### src/rtl/timer_time_editor.sv
// Debounced four-button BCD time editor feeding the count-down timer's set port.
// Optional auto-repeat of held up/down steps is built only when AUTO_REPEAT_EN is defined.
module timer_time_editor #(
  parameter int DEB_CYCLES          = 100000,
  parameter int REPEAT_DELAY_CYCLES = 2500000,
  parameter int REPEAT_RATE_CYCLES  = 500000
) (
  input  logic       clk,
  input  logic       rst,
  input  logic       btn_mode,
  input  logic       btn_up,
  input  logic       btn_down,
  input  logic       btn_confirm,
  output logic [7:0] hour_bcd_out,
  output logic [7:0] minute_bcd_out,
  output logic [7:0] second_bcd_out,
  output logic       set_pulse,
  output logic       editing,
  output logic [1:0] field_sel
);

  typedef enum logic [2:0] {S_IDLE, S_EDIT_HOUR, S_EDIT_MIN, S_EDIT_SEC, S_COMMIT} state_t;

  localparam int DW = $clog2(DEB_CYCLES + 1);
  localparam int B_MODE = 0, B_UP = 1, B_DOWN = 2, B_CONFIRM = 3;

  state_t        r_state, w_state_next;
  logic [3:0]    w_btn_raw;
  logic [3:0]    r_sync1, r_sync2, r_level, r_level_d, r_press;
  logic [DW-1:0] r_deb_cnt [4];
  logic [7:0]    r_hour, r_min, r_sec;
  logic          w_in_edit, w_rep_up, w_rep_down, w_up_evt, w_down_evt;
  logic          w_step_up, w_step_down;

  assign w_btn_raw = {btn_confirm, btn_down, btn_up, btn_mode};

  // NOTE: the debounce counters are plain flops, not RAM, so they clear with rst like any other state.
  always_ff @(posedge clk) begin
    if (rst) begin
      r_sync1   <= '0;
      r_sync2   <= '0;
      r_level   <= '0;
      r_level_d <= '0;
      r_press   <= '0;
      for (int i = 0; i < 4; i++) r_deb_cnt[i] <= '0;
    end else begin
      r_sync1   <= w_btn_raw;
      r_sync2   <= r_sync1;
      r_level_d <= r_level;
      r_press   <= r_level & ~r_level_d;
      for (int i = 0; i < 4; i++) begin
        if (r_sync2[i] != r_level[i]) begin
          if (r_deb_cnt[i] == DW'(DEB_CYCLES - 1)) begin
            r_level[i]   <= r_sync2[i];
            r_deb_cnt[i] <= '0;
          end else begin
            r_deb_cnt[i] <= r_deb_cnt[i] + 1'b1;
          end
        end else begin
          r_deb_cnt[i] <= '0;
        end
      end
    end
  end

  function automatic logic [7:0] bcd_inc(input logic [7:0] v, input logic [7:0] vmax);
    if (v == vmax)             return 8'h00;
    else if (v[3:0] == 4'd9)   return {v[7:4] + 4'd1, 4'd0};
    else                       return {v[7:4], v[3:0] + 4'd1};
  endfunction

  function automatic logic [7:0] bcd_dec(input logic [7:0] v, input logic [7:0] vmax);
    if (v == 8'h00)            return vmax;
    else if (v[3:0] == 4'd0)   return {v[7:4] - 4'd1, 4'd9};
    else                       return {v[7:4], v[3:0] - 4'd1};
  endfunction

  assign w_in_edit = (r_state == S_EDIT_HOUR) || (r_state == S_EDIT_MIN) || (r_state == S_EDIT_SEC);

`ifdef AUTO_REPEAT_EN
  localparam int RMAX = (REPEAT_DELAY_CYCLES > REPEAT_RATE_CYCLES) ? REPEAT_DELAY_CYCLES
                                                                   : REPEAT_RATE_CYCLES;
  localparam int RW   = $clog2(RMAX + 1);

  logic [RW-1:0] r_rep_cnt;
  logic          r_rep_phase;
  logic          w_hold, w_rep_tick;

  // Hold timing is aligned to the press step, so the first repeat lands DELAY cycles after it.
  assign w_hold     = w_in_edit && (r_level_d[B_UP] ^ r_level_d[B_DOWN]) && (w_state_next == r_state);
  assign w_rep_tick = w_hold && (r_rep_cnt == (r_rep_phase ? RW'(REPEAT_RATE_CYCLES)
                                                           : RW'(REPEAT_DELAY_CYCLES)));
  assign w_rep_up   = w_rep_tick & r_level_d[B_UP];
  assign w_rep_down = w_rep_tick & r_level_d[B_DOWN];

  always_ff @(posedge clk) begin
    if (rst || !w_hold) begin
      r_rep_cnt   <= '0;
      r_rep_phase <= 1'b0;
    end else if (w_rep_tick) begin
      r_rep_cnt   <= RW'(1);
      r_rep_phase <= 1'b1;
    end else begin
      r_rep_cnt   <= r_rep_cnt + 1'b1;
    end
  end
`else
  assign w_rep_up   = 1'b0;
  assign w_rep_down = 1'b0;
  // Repeat timing has no hardware in this build; the empty block only keeps the parameters referenced.
  if (REPEAT_DELAY_CYCLES > 0 && REPEAT_RATE_CYCLES > 0) begin : g_no_repeat
  end
`endif

  assign w_up_evt    = r_press[B_UP] | w_rep_up;
  assign w_down_evt  = r_press[B_DOWN] | w_rep_down;
  assign w_step_up   = w_in_edit & w_up_evt & ~w_down_evt;
  assign w_step_down = w_in_edit & w_down_evt & ~w_up_evt;

  always_ff @(posedge clk) begin
    if (rst) r_state <= S_IDLE;
    else     r_state <= w_state_next;
  end

  // Confirm outranks mode so a simultaneous press always commits.
  always_comb begin
    w_state_next = r_state;
    editing      = 1'b0;
    field_sel    = 2'd0;
    set_pulse    = 1'b0;
    case (r_state)
      S_IDLE: if (r_press[B_MODE]) w_state_next = S_EDIT_HOUR;
      S_EDIT_HOUR: begin
        editing   = 1'b1;
        field_sel = 2'd1;
        if (r_press[B_CONFIRM])   w_state_next = S_COMMIT;
        else if (r_press[B_MODE]) w_state_next = S_EDIT_MIN;
      end
      S_EDIT_MIN: begin
        editing   = 1'b1;
        field_sel = 2'd2;
        if (r_press[B_CONFIRM])   w_state_next = S_COMMIT;
        else if (r_press[B_MODE]) w_state_next = S_EDIT_SEC;
      end
      S_EDIT_SEC: begin
        editing   = 1'b1;
        field_sel = 2'd3;
        if (r_press[B_CONFIRM])   w_state_next = S_COMMIT;
        else if (r_press[B_MODE]) w_state_next = S_EDIT_HOUR;
      end
      S_COMMIT: begin
        set_pulse    = 1'b1;
        w_state_next = S_IDLE;
      end
      default: w_state_next = S_IDLE;
    endcase
  end

  always_ff @(posedge clk) begin
    if (rst) begin
      r_hour <= 8'h00;
      r_min  <= 8'h00;
      r_sec  <= 8'h00;
    end else begin
      case (r_state)
        S_EDIT_HOUR: begin
          if (w_step_up)        r_hour <= bcd_inc(r_hour, 8'h23);
          else if (w_step_down) r_hour <= bcd_dec(r_hour, 8'h23);
        end
        S_EDIT_MIN: begin
          if (w_step_up)        r_min <= bcd_inc(r_min, 8'h59);
          else if (w_step_down) r_min <= bcd_dec(r_min, 8'h59);
        end
        S_EDIT_SEC: begin
          if (w_step_up)        r_sec <= bcd_inc(r_sec, 8'h59);
          else if (w_step_down) r_sec <= bcd_dec(r_sec, 8'h59);
        end
        default: ;
      endcase
    end
  end

  assign hour_bcd_out   = r_hour;
  assign minute_bcd_out = r_min;
  assign second_bcd_out = r_sec;

endmodule

### config.mk
export PLATFORM = sky130hd
export DESIGN_NAME = timer_time_editor
export DESIGN_NICKNAME = d
export VERILOG_FILES = /design/src/rtl/timer_time_editor.sv
export SDC_FILE = /design/constraint.sdc
export NUM_CORES = 1
export LEC_CHECK = 0
export BUFFER_PORTS_ARGS = -buffer_cell sky130_fd_sc_hd__buf_2
export CAP_MARGIN = 0
export CORE_ASPECT_RATIO = 1.2
export CORE_MARGIN = 5
export CORE_UTILIZATION = 39
export CTS_BUF_LIST = sky130_fd_sc_hd__clkbuf_8
export CTS_CLUSTER_SIZE = 20
export DETAILED_ROUTE_END_ITERATION = 8
export PLACE_DENSITY = 0.51
export SLEW_MARGIN = 20
export SYNTH_ARGS = -nofsm -noshare
export SYNTH_HDL_FRONTEND = slang
export SYNTH_SLANG_ARGS = --single-unit
### constraint.sdc
create_clock -name clk -period 6 [get_ports clk]
set_clock_uncertainty 0.05 [all_clocks]
set_input_delay 1.2 -clock clk [delete_from_list [all_inputs] [get_ports clk]]
set_output_delay 1.2 -clock clk [all_outputs]
set_load 0.02 [all_outputs]
# ---- Word-level counts from Yosys, hierarchy flattened
# Memory sizes are Yosys's and may differ from the RTL's.
# Index checks and enable logic that the tools add are counted.
dict set report word_totals {
  register_bits 47
  mem_count 1
  inputBits 6
  wordCells 186
  output_inout_bits 28
  ram_bits 68
}
# name depth word_bits rd rd_ports_with_merged_regs wr line
set mem_list {}
lappend mem_list {r_deb_cnt 4 17 4 0 4 30} ;# logic [DW-1:0] r_deb_cnt [4];
dict set report classes {
  n_bitwise 20
  eq_ne 23
  add_sub_neg 16
  mux 86
  n_reduce_logical 25
}
# operator count
set ops {}
lappend ops {{$mux W17} 12}
lappend ops {{$mux W8} 18}
lappend ops {{$add A17 B1 Y17 const B} 4}
lappend ops {{$eq A17 B17 Y1 const B} 4}
lappend ops {{$mux W1} 48}
lappend ops {{$add A4 B1 Y4 const B} 6}
lappend ops {{$logic_not A8 Y1} 3}
lappend ops {{$sub A4 B1 Y4 const B} 6}
lappend ops {{$mux W3} 6}
lappend ops {{$eq A8 B7 Y1 const B} 2}
lappend ops {{$reduce_and A2 Y1} 8}
lappend ops {{$eq A4 B4 Y1 const B} 3}
lappend ops {{$logic_not A4 Y1} 3}
lappend ops {{$or A1 B1 Y1} 12}
lappend ops {{$pmux W3 S4} 1}
lappend ops {{$reduce_and A4 Y1} 3}
lappend ops {{$ne A3 B1 Y1 const B} 3}
lappend ops {{$reduce_bool A3 Y1} 3}
lappend ops {{$eq A8 B6 Y1 const B} 1}
lappend ops {{$eq A3 B2 Y1 const B} 2}
lappend ops {{$ne A3 B3 Y1 const B} 2}
lappend ops {{$pmux W2 S3} 1}
lappend ops {{$and A1 B1 Y1} 4}
lappend ops {{$and A4 B4 Y4} 1}
lappend ops {{other kinds (9)} 14}

# ---- Logic depth before layout (Yosys ltp)
# An unclocked memory read counts as a cell.
dict set report logic_depth {
  depth_word 9
  mapped_depth 8
  ltp_nobuf 7
}

# ---- Worst setup path after synthesis
# No wires, ideal clock.
dict set report synth_timing {
  path_type {input to register}
  startpoint {input port rst}
  endpoint {memory r_deb_cnt[3][15] (netlist name), data pin}
  path_stages 5
  arrival_ns 2.132
  required_ns 5.812
  setup_slack_ns 3.680
  cell_sequence {clkbuf_1 > or3_1 > buf_2 > buf_2 > nor2_1}
}
# item line
set synth_lines {}
lappend synth_lines {{start: declaration} 9} ;# input logic rst,
lappend synth_lines {{end: declaration} 30}

# ---- Final worst setup path
dict set report layout_timing {
  startpoint {register r_state[0]}
  endpoint {output port editing}
}
dict set report layout_between {
  elab_chain_len 3
  elab_cells_between_ends 5
  cone_classes {eq/ne: 3; mux: 1; reduce/logical: 1}
}
# item line
set layout_lines {}
lappend layout_lines {{start: declaration} 27} ;# state_t r_state, w_state_next;
lappend layout_lines {{start signal: assignment} 122} ;# else r_state <= w_state_next;
lappend layout_lines {{$eq A3 B1 Y1 or $eq A3 B2 Y1 (tied branches)} 131} ;# case (r_state)
lappend layout_lines {{$reduce_or A3 Y1 (no line) *} n/a}
lappend layout_lines {{$mux W1 *} 131}
lappend layout_lines {{end: declaration} 18} ;# output logic editing,
# Every way passes the cells marked *; elsewhere a longest branch is shown, timed or not.

==> flow_summary.toml <==
[outcome]
outcome = "finished clean"

[power]
power_density_mw_per_mm2 = 233
irDropWorstVdd_mv = 0.158
leakage_nw = 2.75

[routing]
vias = 4760
ant_nets = 0
route.detailed.drc = 0
drt-initial-drc-count = 183
drt_wl_total_um = 12300
drtPass1Iterations = 5
wl_per_cell_um = 12.5
avgViaCountPerCell = 4.84

[sta]
rsz0062_at_grt = "false"
setup_viol = 0
worst_slack_ns = 3.06
tns_ns = 0
worst_pin_slew_ns = 0.929
post-route-period-util = 0.489
period_minus_slack_ns = 2.94
fmaxAchievable_mhz = 340
slew_headroom = 0.380
drv_slew = 0
finalHoldViolCount = 0

[grt]
grt_pass1_wl_um = 21800
grt_pass1_vias = 4835
grt-ovfl-total = 0
track_usage = 0.139
antenna_found_initial = 0
grt_max_degree = 51

[synthesis]
synth_cells = 664
synth_edf_count = 68
async_flop_share = 0
synth_top_area_cell = "edfxtp_1"
synth.distinct_cells = 62
synth_top_area_share = 0.318
synth.most_common_cell = "nor2_1"
avgSynthCellArea_um2 = 9.68
ys_warn_count = 0
synth-main-ff-cell = "edfxtp_1"
synth.top_cells.by_count = "nor2_1, edfxtp_1, dfxtp_1"
ys_seq_area_frac = 0.464
synth-seq-cells = 115
syn-cell-area_mm2 = 0.00642
yosys-top-cells-area = "edfxtp_1, dfxtp_1, nor2_1, xor2_1, ha_1"

[worst_hold_path]
holdPathEnd = "r_press[1]$_SDFF_PP0_"
worstHoldStart = "r_level_d[1]$_SDFF_PP0_"
hold_path_class = "reg -> reg"
min_path_cells = 1

[clocking]
clkSinkCount = 115
cts_made_buffers = 17
ctsHoldBuffers = 0
cts_max_path_buffers = 2
postCtsSetupBuffers = 0
cts_resized = 0
cts_root_buffer = "clkbuf_8"
clk_latency_ns = 0.42
cts_tree = "yes"
cts-htree-levels = 4
clk_pin_slew_worst_paths_ns = 0.07

[setup_path]
max_stage_delay_ns = 0.46
crit_chain = "o21bai_1 -> inv_1 -> buf_2"
worst-r2r-cell-count = 4
cp_max_fo = 8
cp-end-kind = "primary output"
cp-start-kind = "flip-flop"
crit_slowest_cell = "o21bai_1"
arrival_ns = 1.69
r2r_slack_ns = 3.62
r2r-end = "r_deb_cnt[0][12]$_SDFFCE_PP0P_"
r2r-start = "r_deb_cnt[0][12]$_SDFFCE_PP0P_"
crit_type = "reg -> out"
crit_required_ns = 4.75

[floorplanning]
die_w_um = 127
fp.dieH_um = 151
core_mm2 = 0.0162
dieArea_mm2 = 0.0192
io-pin-count = 34
rows = 51
initial_core_util = 0.396

[finish]
nNetsFinal = 789
final-seq-area_mm2 = 0.00298
fillers = 1618
drive_above_1_share = 0.108
multi_input_area_mm2 = 0.00343
n_antenna_cell = 0
syn_to_final_growth_pct = 15.3

[placed_design]
portBuffers = 33
gp_congestion = 0.839
pre_cts_ws_ns = 2.93
dp.final_hpwl_um = 8590

[flow_run]
max_cap_violations = 0
==> layout make-up <==
cell class | count | area share
inverter | 31 | 0.0157
multi-input combinational | 559 | 0.463
clock inverter | 13 | 0.0245
clock buffer | 19 | 0.0353
timing repair buffer | 34 | 0.0233
tap | 212 | 0.0358
sequential | 115 | 0.403
==> registers in the layout (all words and copies together), names as in the netlist <==
register        count
r_sync2             4
hour_bcd_out        8
minute_bcd_out      8
r_level_d           4
r_state             3
r_deb_cnt          68
r_press             4
r_sync1             4
r_level             4
second_bcd_out      8
==> worst max-delay path, delay by kind of cell (launching register included) <==
kind / cells / cell delay (ns)
AOI/OAI and AO/OA: 1 / 0.46
buffers and inverters: 2 / 0.43
DFF: 1 / 0.38
==> kinds of logic after synthesis <==
| family | Yosys count | share of synthesized area |
|---|---|---|
| flops | 115 | 0.464 |
| other cells | 1 | 0.000584 |
| mux | 7 | 0.0109 |
| xor+xnor | 75 | 0.102 |
| buf+inv | 57 | 0.0419 |
| fa+ha+maj | 25 | 0.0487 |
| compound gates | 82 | 0.0913 |
| simple gates | 302 | 0.240 |
==> layout by cell type (no fill, tap or decap), types with 16 or more instances in the layout <==
| cell type | count |
|---|---|
| dfxtp_1 | 47 |
| edfxtp_1 | 68 |
| conb_1 | 68 |
| nand2_1 | 38 |
| nand3_1 | 31 |
| buf_2 | 33 |
| nor3_1 | 24 |
| clkbuf_8 | 19 |
| nor2b_1 | 24 |
| xnor2_1 | 34 |
| a21oi_1 | 18 |
| ha_1 | 25 |
| nor2_1 | 105 |
| xor2_1 | 41 |
| nand4_1 | 16 |
| inv_1 | 31 |
==> power breakdown <==
group	leakage [nW]	internal (mW)	total, mW	switching [mW]
clock	0.230	0.475	0.802	0.327
combinational	1.44	0.0185	0.0472	0.0287
sequential	1.08	0.857	0.879	0.0217
==> worst max-delay path by stage <==
| stage | from | depth (start not counted) | end |
|---|---|---|---|
| final | r_state[0]$_SDFFE_PP0P_ | 3 | editing |
| after global routing | r_state[0]$_SDFFE_PP0P_ | 3 | editing |
| after CTS | r_state[0]$_SDFFE_PP0P_ | 3 | editing |
| after detailed placement | rst | 4 | r_deb_cnt[0][12]$_SDFFCE_PP0P_ |
| after global placement | rst | 4 | r_deb_cnt[0][12]$_SDFFCE_PP0P_ |
| after floorplan | rst | 5 | r_deb_cnt[3][15]$_SDFFCE_PP0P_ |
==> per-stage QoR <==
| step | total power [mW] | utilization | hold slack (ns) | cells | cell area (um2) |
|---|---|---|---|---|---|
| floorplan | 0.931 | - | 0.317 | 731 | 6680 |
| global placement | 0.942 | 0.430 | 0.329 | 951 | 6960 |
| detailed placement | 0.943 | 0.430 | 0.326 | 951 | 6960 |
| CTS | 1.76 | 0.457 | 0.337 | 983 | 7400 |
| global route | 1.81 | 0.457 | 0.351 | 983 | 7410 |
| finish | 1.73 | 0.457 | 0.334 | 983 | 7410 |
==> per-layer routing <==
| metal | track usage | up-vias | share of wire |
|---|---|---|---|
| met2 | 0.239 | 48 | 0.49 |
| met1 | 0.168 | 2223 | 0.47 |
| li1 | - | 2476 | - |
| met5 | 0 | - | 0 |
| met3 | 0.0369 | 13 | 0.025 |
| met4 | 0.0488 | 0 | 0.013 |
No activity file was read; power rests on OpenSTA's default activity.
